==> src/rtl/vga_timing_pkg.sv <==
// Shared raster timing constants (default 640x480 @ 60 Hz) and sync polarity encoding.
package vga_timing_pkg;

  localparam int H_ACTIVE = 640;
  localparam int H_FP     = 16;
  localparam int H_SYNC   = 96;
  localparam int H_BP     = 48;
  localparam int V_ACTIVE = 480;
  localparam int V_FP     = 10;
  localparam int V_SYNC   = 2;
  localparam int V_BP     = 33;

  localparam int H_TOTAL = H_ACTIVE + H_FP + H_SYNC + H_BP;
  localparam int V_TOTAL = V_ACTIVE + V_FP + V_SYNC + V_BP;

  localparam int CNT_W = 10;

  typedef enum logic {
    SYNC_ACTIVE_LOW  = 1'b0,
    SYNC_ACTIVE_HIGH = 1'b1
  } sync_pol_e;

  localparam logic SYNC_POL = SYNC_ACTIVE_LOW;

  // Bounds are one bit wider than the counter so an upper bound of 1024 stays exact.
  function automatic logic in_window(input logic [CNT_W-1:0] val,
                                     input logic [CNT_W:0]   lo,
                                     input logic [CNT_W:0]   hi);
    return ({1'b0, val} >= lo) && ({1'b0, val} < hi);
  endfunction

endpackage

==> src/rtl/vga_axis_counter.sv <==
// One raster axis: wrapping counter with enable, sync window and active-region decode.
module vga_axis_counter
  import vga_timing_pkg::*;
#(
  parameter int   ACTIVE = H_ACTIVE,
  parameter int   FP     = H_FP,
  parameter int   SYNC   = H_SYNC,
  parameter int   BP     = H_BP,
  parameter logic POL    = SYNC_POL
) (
  input  logic             clk,
  input  logic             rst,
  input  logic             en,
  output logic [CNT_W-1:0] count,
  output logic             wrap,
  output logic             sync,
  output logic             active_nxt
);

  localparam int               TOTAL   = ACTIVE + FP + SYNC + BP;
  localparam logic [CNT_W-1:0] LAST    = CNT_W'(TOTAL - 1);
  localparam logic [CNT_W:0]   ACT_END = (CNT_W + 1)'(ACTIVE);
  localparam logic [CNT_W:0]   SYNC_LO = (CNT_W + 1)'(ACTIVE + FP);
  localparam logic [CNT_W:0]   SYNC_HI = (CNT_W + 1)'(ACTIVE + FP + SYNC);

  logic [CNT_W-1:0] count_q, count_d;
  logic             sync_q, sync_d;

  // Next count and the decodes derived from it, so registered outputs line up with the count.
  always_comb begin
    count_d = count_q;
    wrap    = 1'b0;
    if (en) begin
      if (count_q == LAST) begin
        count_d = {CNT_W{1'b0}};
        wrap    = 1'b1;
      end else begin
        count_d = count_q + 10'd1;
      end
    end else begin
      count_d = count_q;
    end
    sync_d     = in_window(count_d, SYNC_LO, SYNC_HI) ? POL : ~POL;
    active_nxt = ({1'b0, count_d} < ACT_END);
  end

  // Counter and sync registers.
  always_ff @(posedge clk) begin
    if (!rst) begin
      count_q <= {CNT_W{1'b0}};
      sync_q  <= ~POL;
    end else begin
      count_q <= count_d;
      sync_q  <= sync_d;
    end
  end

  assign count = count_q;
  assign sync  = sync_q;

endmodule

==> src/rtl/vga_sync_gen.sv <==
// VGA raster timing generator: counters, syncs, blank and line/frame pulses.
// Optional frame counter is built only when VGA_FRAME_CNT_EN is defined.
module vga_sync_gen
  import vga_timing_pkg::*;
#(
  parameter int   H_ACTIVE = vga_timing_pkg::H_ACTIVE,
  parameter int   H_FP     = vga_timing_pkg::H_FP,
  parameter int   H_SYNC   = vga_timing_pkg::H_SYNC,
  parameter int   H_BP     = vga_timing_pkg::H_BP,
  parameter int   V_ACTIVE = vga_timing_pkg::V_ACTIVE,
  parameter int   V_FP     = vga_timing_pkg::V_FP,
  parameter int   V_SYNC   = vga_timing_pkg::V_SYNC,
  parameter int   V_BP     = vga_timing_pkg::V_BP,
  parameter logic SYNC_POL = vga_timing_pkg::SYNC_POL
) (
  input  logic       clk,
  input  logic       rst,
  input  logic       pix_en,
  output logic [9:0] hcount,
  output logic [9:0] vcount,
  output logic       hsync,
  output logic       vsync,
  output logic       blank,
  output logic       line_start,
  output logic       frame_start,
  output logic [7:0] frame_cnt
);

  logic h_wrap, v_wrap;
  logic h_active_nxt, v_active_nxt;

  vga_axis_counter #(
    .ACTIVE (H_ACTIVE),
    .FP     (H_FP),
    .SYNC   (H_SYNC),
    .BP     (H_BP),
    .POL    (SYNC_POL)
  ) u_h_cnt (
    .clk        (clk),
    .rst        (rst),
    .en         (pix_en),
    .count      (hcount),
    .wrap       (h_wrap),
    .sync       (hsync),
    .active_nxt (h_active_nxt)
  );

  // The vertical axis advances only on the last pixel of a line.
  vga_axis_counter #(
    .ACTIVE (V_ACTIVE),
    .FP     (V_FP),
    .SYNC   (V_SYNC),
    .BP     (V_BP),
    .POL    (SYNC_POL)
  ) u_v_cnt (
    .clk        (clk),
    .rst        (rst),
    .en         (h_wrap),
    .count      (vcount),
    .wrap       (v_wrap),
    .sync       (vsync),
    .active_nxt (v_active_nxt)
  );

  logic blank_q, blank_d;
  logic line_start_q, line_start_d;
  logic frame_start_q, frame_start_d;

  // Blank and pulses decoded from the next counts.
  always_comb begin
    blank_d       = ~(h_active_nxt & v_active_nxt);
    line_start_d  = h_wrap;
    frame_start_d = h_wrap & v_wrap;
  end

  // Output registers for blank and pulses.
  always_ff @(posedge clk) begin
    if (!rst) begin
      blank_q       <= 1'b0;
      line_start_q  <= 1'b0;
      frame_start_q <= 1'b0;
    end else begin
      blank_q       <= blank_d;
      line_start_q  <= line_start_d;
      frame_start_q <= frame_start_d;
    end
  end

  assign blank       = blank_q;
  assign line_start  = line_start_q;
  assign frame_start = frame_start_q;

`ifdef VGA_FRAME_CNT_EN
  logic [7:0] frame_cnt_q, frame_cnt_d;

  // Frame counter steps on the same edge as frame_start, wrapping modulo 256.
  always_comb begin
    if (frame_start_d) begin
      frame_cnt_d = frame_cnt_q + 8'd1;
    end else begin
      frame_cnt_d = frame_cnt_q;
    end
  end

  // Frame counter register.
  always_ff @(posedge clk) begin
    if (!rst) begin
      frame_cnt_q <= 8'd0;
    end else begin
      frame_cnt_q <= frame_cnt_d;
    end
  end

  assign frame_cnt = frame_cnt_q;
`else
  assign frame_cnt = 8'd0;
`endif

endmodule

==> config.mk <==
export PLATFORM = sky130hd
export DESIGN_NAME = vga_sync_gen
export DESIGN_NICKNAME = d
export VERILOG_FILES = /design/src/rtl/vga_timing_pkg.sv /design/src/rtl/vga_axis_counter.sv /design/src/rtl/vga_sync_gen.sv
export SDC_FILE = /design/constraint.sdc
export NUM_CORES = 1
export LEC_CHECK = 0
export ABC_AREA = 1
export CORE_AREA = 2 2 58 60
export CTS_CLUSTER_DIAMETER = 30
export DETAILED_ROUTE_END_ITERATION = 7
export DIE_AREA = 0 0 60 62
export GPL_TIMING_DRIVEN = 0
export PLACE_DENSITY = 0.76
export SKIP_CTS_REPAIR_TIMING = 1
export SLEW_MARGIN = 15
export SYNTH_ARGS = -nofsm -noshare
export SYNTH_HDL_FRONTEND = slang
export SYNTH_SLANG_ARGS = --single-unit
==> constraint.sdc <==
create_clock -name clk -period 1.7 [get_ports clk]
set_input_delay 0.17 -clock clk [delete_from_list [all_inputs] [get_ports clk]]
set_output_delay 0.17 -clock clk [all_outputs]
set_load 0.05 [all_outputs]
==> results of run 1 <==
[power breakdown]
part,leakage [nW],switching [W],total (W),internal [W]
Sequential,0.207,0.00000633,0.000596,0.000590
Clock,0.0183,0.000191,0.000283,0.0000919
Combinational,0.945,0.0000780,0.000111,0.0000326
Total,1.17,0.000275,0.000989,0.000714
[metal layers]
metal	wire length (um)	vias up	global-route usage
li1	-	746	-
met1	1400	625	0.195
met4	34	0	0.0857
met2	1550	29	0.284
met5	0	-	0
met3	126	5	0.0311
[layout make-up]
class                           count  area, sq um
Buffer                             11         82.6
Clock buffer                        3         22.5
Clock inverter                      1         6.26
Fill cell                         298         1230
Inverter                           30          113
Multi-Input combinational cell    162          816
Sequential cell                    25          518
Tap cell                           46         57.6
Timing Repair Buffer               29          330
[synth_stat cells (all sizes together)]
cell type	number
nand2	68
nor2	41
inv	30
dfxtp	25
nand3	18
buf	10
o21ai	6
nand4	5
ha	3
a21oi	2
nor3	2
and2	1
clkbuf	1
conb	1
mux2i	1
nand3b	1
nor3b	1
o211ai	1
o21a	1
or2	1
xnor2	1
[path summary, 6_finish.rpt]
path                               startpoint                          end  slack [ns]  depth (start not counted)
setup / recovery  u_v_cnt.count[8]$_SDFF_PN0_                    vcount[8]        0.05                          1
hold / removal                         pix_en  u_h_cnt.count[0]$_SDFF_PN0_        0.15                          3
setup reg to reg  u_h_cnt.count[1]$_SDFF_PN0_      u_v_cnt.sync$_SDFF_PN1_        0.06                         11
hold reg to reg   u_v_cnt.count[0]$_SDFF_PN0_  u_v_cnt.count[0]$_SDFF_PN0_        0.54                          2
[through the flow]
step | std cells | util
2_1_floorplan | 227 | -
3_3_place_gp | 299 | 0.564
3_5_place_dp | 299 | 0.564
4_1_cts | 303 | 0.573
5_1_grt | 307 | 0.612
6_report | 307 | 0.612
[sequential cells by signal (all words and copies together), names as in the netlist]
name           count
blank              1
frame_start        1
line_start         1
u_h_cnt.count     10
u_h_cnt.sync       1
u_v_cnt.count     10
u_v_cnt.sync       1
[kinds of logic (layout without fill, tap and decap cells)]
kind of cell               Yosys count  in the layout  synth area share
buffers and inverters               41             74             0.136
and+or+nand+nor                    138            139             0.434
muxes                                1              1           0.00699
AOI/OAI and AO/OA                   10             10            0.0384
adders and majority gates            3              3            0.0262
DFF                                 25             25             0.349
xor gates and xnor gates             1              1           0.00611
other                                1              8           0.00262
[layout by cell type (no fill, tap or decap), types with 3 or more instances in the layout]
master,instances
sky130_fd_sc_hd__nand2_2,3
sky130_fd_sc_hd__clkdlybuf4s50_1,7
sky130_fd_sc_hd__inv_2,4
sky130_fd_sc_hd__nand2_1,64
sky130_fd_sc_hd__conb_1,8
sky130_fd_sc_hd__dlymetal6s2s_1,19
sky130_fd_sc_hd__nor2_1,33
sky130_fd_sc_hd__o21ai_0,3
sky130_fd_sc_hd__o21ai_1,3
sky130_fd_sc_hd__nand3_2,4
sky130_fd_sc_hd__inv_1,26
sky130_fd_sc_hd__nor2_4,3
sky130_fd_sc_hd__buf_4,12
sky130_fd_sc_hd__nand3_1,14
sky130_fd_sc_hd__clkbuf_4,3
sky130_fd_sc_hd__nand4_1,4
sky130_fd_sc_hd__nor2_2,5
sky130_fd_sc_hd__dfxtp_2,8
sky130_fd_sc_hd__dfxtp_1,15
==> reports/qor.log, run 1 <==
INFO  run_status     status=complete, no violations
INFO  logic_synthesis post_synth.cell_area_avg=6.51squm
INFO  die            num_io_pins=36
INFO  run            drv_cap=0
INFO  detailed_routing route.detailed.drc=0
INFO  pwr            power=0.000989W
INFO  worst_hold_path hold_class=input port to register
INFO  global_routing grt_pass1_vias=1174
INFO  detailed_routing drt_first_pass_iters=4
INFO  logic_synthesis yosys-top-cells-area=sky130_fd_sc_hd__dfxtp_1 35%, sky130_fd_sc_hd__nand2_1 17%, sky130_fd_sc_hd__nor2_1 9.4%
INFO  detailed_routing route.antenna.remaining_nets=0
INFO  logic_synthesis yosysSeqAreaShare=0.349
INFO  detailed_routing routed_via_density=4.58
INFO  timing         slew_violations=0
INFO  detailed_routing detailroute.via_count=1405
INFO  critical_path  crit_arrival=1.48ns
INFO  timing         max_slew.worst_pin.slew=0.503ns
INFO  critical_path  worst_path_max_delay_cell=sky130_fd_sc_hd__clkdlybuf4s50_1
INFO  timing         finalSetupViolations=0
INFO  timing         final_layout_worst_hold_slack=0.152ns
INFO  layout         syn_to_final_growth=35.8%
INFO  critical_path  required=1.53ns
INFO  die            core-area=3180squm
INFO  cts            numCtsBuffers=3
INFO  pwr            power.static_leakage=1.17nW
INFO  layout         finish.net_count=268
INFO  critical_path  critical_path.top_delay_family=buffers and inverters
INFO  timing         finalSetupTns=0ns
INFO  die            number_of_rows_in_the_core_area=21
INFO  cts            clk_transition_reported_paths=0.15ns
INFO  critical_path  worstSetupEndpointType=output port
INFO  placed_design  portBuffers=26
INFO  timing         maxClockFrequency=607MHz
INFO  timing         fin_ws=0.0525ns
INFO  logic_synthesis synth_seq_cells=25
INFO  timing         timing.max_slew.rel_slack=0.664
INFO  logic_synthesis synth.top_cell.area_share=0.349
INFO  critical_path  max_stage_delay=0.79ns
INFO  layout         antenna_cells_inserted=0
INFO  timing         rsz0062_at_grt=true
INFO  placed_design  place_congestion=0.841
INFO  global_routing grt_pass1_wl=4650um
INFO  logic_synthesis netlist-cell-type-count=29
INFO  cts            insertion_delay=0.33ns
INFO  critical_path  critPathBufInv=1
INFO  critical_path  cp-start-kind=register
INFO  detailed_routing first_iter_violations=38
INFO  cts            tritoncts=built
INFO  critical_path  critical_path_peak_fanout=2
INFO  die            initial_utilization=0.451
INFO  die            floorplan.die_area=3720squm
INFO  global_routing globalRouteOverflowTotal=0
INFO  die            x_dimension_of_the_die=60um
INFO  global_routing initial_antenna_violation_count=0
INFO  detailed_routing route.final.wire_length=3120um
INFO  detailed_routing route.detailed.wl_per_inst=10.1um
INFO  timing         skew=0.00843ns
INFO  pwr            p_per_area=509nW/um^2
INFO  placed_design  placed_area=1790squm
INFO  global_routing grt_start_max_net_pins=16
INFO  logic_synthesis post_synth_instance_area=1430squm
INFO  die            die_h=62um
INFO  layout         layout.cell_area.non_filler=1950squm
INFO  placed_design  dp_hpwl=2220um
INFO  critical_path  critical_path.cell_chain=clkdlybuf4s50_1
INFO  cts            clock_sink_count=25
INFO  cts            cts_htree_levels=1
INFO  logic_synthesis synth_largest_area_cell=sky130_fd_sc_hd__dfxtp_1
INFO  global_routing grt.total_usage=0.165
INFO  cts            clock_path_buffers=2
INFO  timing         post-route-min-period=1.65ns
INFO  placed_design  place_ws=-0.0369ns
INFO  logic_synthesis synth.yosys.warnings=0
INFO  cts            cts_root_buffer=sky130_fd_sc_hd__clkbuf_4
INFO  timing         min_period_over_period=0.969
INFO  layout         post_route_cells_drive_above_1_share=0.195
INFO  pwr            vdd_ir_drop_max=0.000286V
INFO  critical_path  criticalPathCategory=register to output port
INFO  timing         finalHoldViolations=0
INFO  logic_synthesis cell_count_after_synthesis=220
Power figures use the tool's default switching activity.
==> run 2, diff against run 1 <==
--- a/config.mk
+++ b/config.mk
@@ -8,6 +8,7 @@
 export ABC_AREA = 1
 export CORE_AREA = 2 2 58 60
 export CTS_CLUSTER_DIAMETER = 30
+export CTS_CLUSTER_SIZE = 25
 export DETAILED_ROUTE_END_ITERATION = 7
 export DIE_AREA = 0 0 60 62
 export GPL_TIMING_DRIVEN = 0
==> results of run 2 <==
The final DEF is identical to that of run 1; final timing and power are the same.
==> run 3, diff against run 2 <==
--- a/config.mk
+++ b/config.mk
@@ -6,11 +6,12 @@
 export NUM_CORES = 1
 export LEC_CHECK = 0
 export ABC_AREA = 1
-export CORE_AREA = 2 2 58 60
+export CAP_MARGIN = 0
+export CORE_AREA = 10 10 66 68
 export CTS_CLUSTER_DIAMETER = 30
 export CTS_CLUSTER_SIZE = 25
 export DETAILED_ROUTE_END_ITERATION = 7
-export DIE_AREA = 0 0 60 62
+export DIE_AREA = 0 0 76 78
 export GPL_TIMING_DRIVEN = 0
 export PLACE_DENSITY = 0.76
 export SKIP_CTS_REPAIR_TIMING = 1
==> run 3 against run 2 <==
Flip-flop and latch count stayed put. Clock power fell by 1%. Register-to-register slack about the same. Sequential share of layout area barely moved. Largest power group unchanged. Clock skew is 0.00076 ns higher. Via count is 0.28% higher. Highest routed layer unchanged.
==> reports/qor.log, run 3 (synthesis results as in run 1) <==
INFO  pwr            p_per_area=509nW/um^2 [about the same]
INFO  critical_path  criticalPathCategory=register to register
INFO  critical_path  required=1.91ns [+0.38 ns]
INFO  layout         multi_input_comb_area=783squm [-4.0%]
INFO  detailed_routing route.detailed.wl_per_inst=10.5um [+3.8%]
INFO  detailed_routing route.detailed.drc=0 [unchanged]
INFO  run_status     status=complete, no violations
INFO  cts            tritoncts=built
INFO  placed_design  place_congestion=0.879 [+4.5%]
INFO  timing         fin_ws=0.0491ns [-0.00337 ns]
INFO  layout         sequential_cell_area=517squm [-0.24%]
INFO  layout         finish.net_count=271 [+1.1%]
INFO  layout         layout.cells.most_common=sky130_fd_sc_hd__nand2_1
INFO  timing         post-route-min-period=1.65ns [+0.00337 ns]
INFO  timing         finalHoldViolations=0 [unchanged]
INFO  cts            cts_htree_levels=1 [unchanged]
INFO  pwr            vdd_ir_drop_max=0.000327V [+14%]
INFO  worst_hold_path worst_hold_path.endpoint=u_h_cnt.count[0]$_SDFF_PN0_
INFO  critical_path  worst_r2r_startpoint=u_h_cnt.count[0]$_SDFF_PN0_
INFO  critical_path  worst_path_max_delay_cell=sky130_fd_sc_hd__dfxtp_4
INFO  detailed_routing routed_via_density=4.55 [-0.69%]
INFO  layout         final.fill_count=305 [+2.3%]
INFO  critical_path  critical_path.cell_chain=ha_4 -> nand2_1 -> nor2_4 -> inv_2 -> nor2_4 -> buf_6 -> buf_4 -> nand3_1 -> nand2_1 -> and2_1 -> nor2_1 -> nand3_1
INFO  die            core-area=3180squm [unchanged]
INFO  critical_path  timing.rr.end=u_v_cnt.sync$_SDFF_PN1_
INFO  global_routing globalRouteOverflowTotal=0 [unchanged]
INFO  layout         post_route_cells_drive_above_1_share=0.182 [-0.0136]
INFO  timing         finalSetupViolations=0 [unchanged]
INFO  worst_hold_path hold_class=input port to register
INFO  global_routing grt.total_usage=0.107 [-0.0583]
INFO  placed_design  placed_area=1790squm [unchanged]
INFO  die            floorplan.die_area=5930squm [+59%]
INFO  die            initial_utilization=0.451 [unchanged]
INFO  global_routing grt_pass1_vias=1305 [+11%]
INFO  timing         skew=0.00919ns [+0.000761 ns]
INFO  critical_path  crit_arrival=1.86ns [+0.38 ns]
INFO  timing         final_layout_worst_hold_slack=0.142ns [-0.00992 ns]
INFO  critical_path  worstSetupEndpointType=register
INFO  worst_hold_path min-delay-start=pix_en
INFO  die            number_of_rows_in_the_core_area=21 [unchanged]
INFO  timing         rsz0062_at_grt=true
INFO  detailed_routing route.final.wire_length=3270um [+4.8%]
INFO  run            drv_cap=0 [unchanged]
INFO  placed_design  portBuffers=26 [unchanged]
INFO  pwr            power.static_leakage=1.21nW [+3.4%]
INFO  detailed_routing first_iter_violations=92 [+140%]
INFO  timing         slew_violations=0 [unchanged]
INFO  cts            clk_transition_reported_paths=0.15ns [about the same]
INFO  critical_path  critical_path_peak_fanout=5 [+3]
INFO  die            x_dimension_of_the_die=76um [+27%]
INFO  global_routing grt_pass1_wl=5530um [+19%]
INFO  layout         post_route_core_utilization=0.611 [-0.000787]
INFO  cts            cts_root_buffer=sky130_fd_sc_hd__clkbuf_4
INFO  placed_design  place_ws=-0.0616ns [-0.0247 ns]
INFO  critical_path  cp-start-kind=register
INFO  cts            insertion_delay=0.33ns [about the same]
INFO  timing         finalSetupTns=0ns [unchanged]
INFO  critical_path  number_of_cell_instances_on_the_worst_register_to_register_path=12 [+1]
INFO  detailed_routing route.antenna.remaining_nets=0 [unchanged]
INFO  global_routing initial_antenna_violation_count=0 [unchanged]
INFO  critical_path  max_stage_delay=0.39ns [-0.40 ns]
INFO  die            num_io_pins=36 [unchanged]
INFO  layout         most_frequent_cells_in_the_layout=64 x sky130_fd_sc_hd__nand2_1, 36 x sky130_fd_sc_hd__nor2_1, 26 x sky130_fd_sc_hd__inv_1
INFO  cts            clock_sink_count=25 [unchanged]
INFO  global_routing grt_start_max_net_pins=15 [-1]
INFO  critical_path  rrSetupSlack=0.05ns [about the same]
INFO  layout         syn_to_final_growth=35.6%
INFO  detailed_routing drt_first_pass_iters=4 [unchanged]
INFO  worst_hold_path min_delay_path_depth=3 [unchanged]
INFO  cts            numCtsBuffers=3 [unchanged]
INFO  timing         timing.max_slew.rel_slack=0.660 [-0.00412]
INFO  timing         max_slew.worst_pin.slew=0.509ns [+0.00617 ns]
INFO  timing         maxClockFrequency=606MHz [-0.20%]
INFO  layout         layout.cell_area.non_filler=1940squm [-0.13%]
INFO  detailed_routing detailroute.via_count=1409 [+0.28%]
INFO  layout         antenna_cells_inserted=0 [unchanged]
INFO  timing         min_period_over_period=0.971 [+0.00198]
INFO  placed_design  dp_hpwl=2520um [+13%]
INFO  cts            clock_path_buffers=2 [unchanged]
INFO  die            die_h=78um [+26%]
run 3: changes by cell type in the layout (fill, tap and decap cells not counted), sizes merged:
cell,delta
clkinv,+1
nand3,-1
clkdlybuf4s50,-1
inv,-1
dlymetal6s2s,+1
buf,+4
run 3: how the worst max path moves through the flow:
| stage | start | endpoint | slack (ns) | depth (start not counted) |
|---|---|---|---|---|
| detailed placement | u_h_cnt.count[0]$_SDFF_PN0_ | u_v_cnt.sync$_SDFF_PN1_ | -0.06 | 11 |
| CTS | u_v_cnt.count[4]$_SDFF_PN0_ | vcount[4] | -0.14 | 1 |
| global placement | u_h_cnt.count[0]$_SDFF_PN0_ | u_v_cnt.sync$_SDFF_PN1_ | -0.02 | 11 |
| global route | u_h_cnt.count[0]$_SDFF_PN0_ | u_v_cnt.sync$_SDFF_PN1_ | -0.08 | 10 |
| floorplan | u_h_cnt.count[1]$_SDFF_PN0_ | u_v_cnt.sync$_SDFF_PN1_ | 0.003 | 10 |
| finish | u_h_cnt.count[0]$_SDFF_PN0_ | u_v_cnt.sync$_SDFF_PN1_ | 0.05 | 12 |
run 3: worst max-delay path, delay by kind of cell, from the launching register on:
kind,cells,cell delay [ns]
flip-flops,1,0.39
buffers and inverters,3,0.31
adder cells (fa/ha/maj),1,0.17
AND/OR/NAND/NOR,8,0.67
run 3: metal layers:
metal | GRT usage | share of wire
met4 | 0.0227 | 0.0058
met3 | 0.0426 | 0.074
met5 | 0 | 0
met1 | 0.122 | 0.44
met2 | 0.183 | 0.47
run 3: per-stage QoR:
step / cells / power (W)
after floorplan: 227 / 0.000698
after global placement: 299 / 0.000716
after detailed placement: 299 / 0.000716
after CTS: 303 / 0.000988
after global routing: 310 / 0.00104
final: 310 / 0.000988
run 3: cell type report:
| cell class | instances | area share |
|---|---|---|
| multi-input combinational | 161 | 0.403 |
| sequential | 25 | 0.266 |
| timing repair buffer | 33 | 0.187 |
| inverter | 30 | 0.0580 |
| buffer | 11 | 0.0425 |
| tap | 46 | 0.0296 |
| clock buffer | 3 | 0.0116 |
| clock inverter | 1 | 0.00258 |
run 3: power breakdown:
group / switching [W] / internal (W) / leakage, nW
Sequential: 0.00000585 / 0.000590 / 0.207
Combinational: 0.0000791 / 0.0000345 / 0.986
Clock: 0.000191 / 0.0000883 / 0.0177
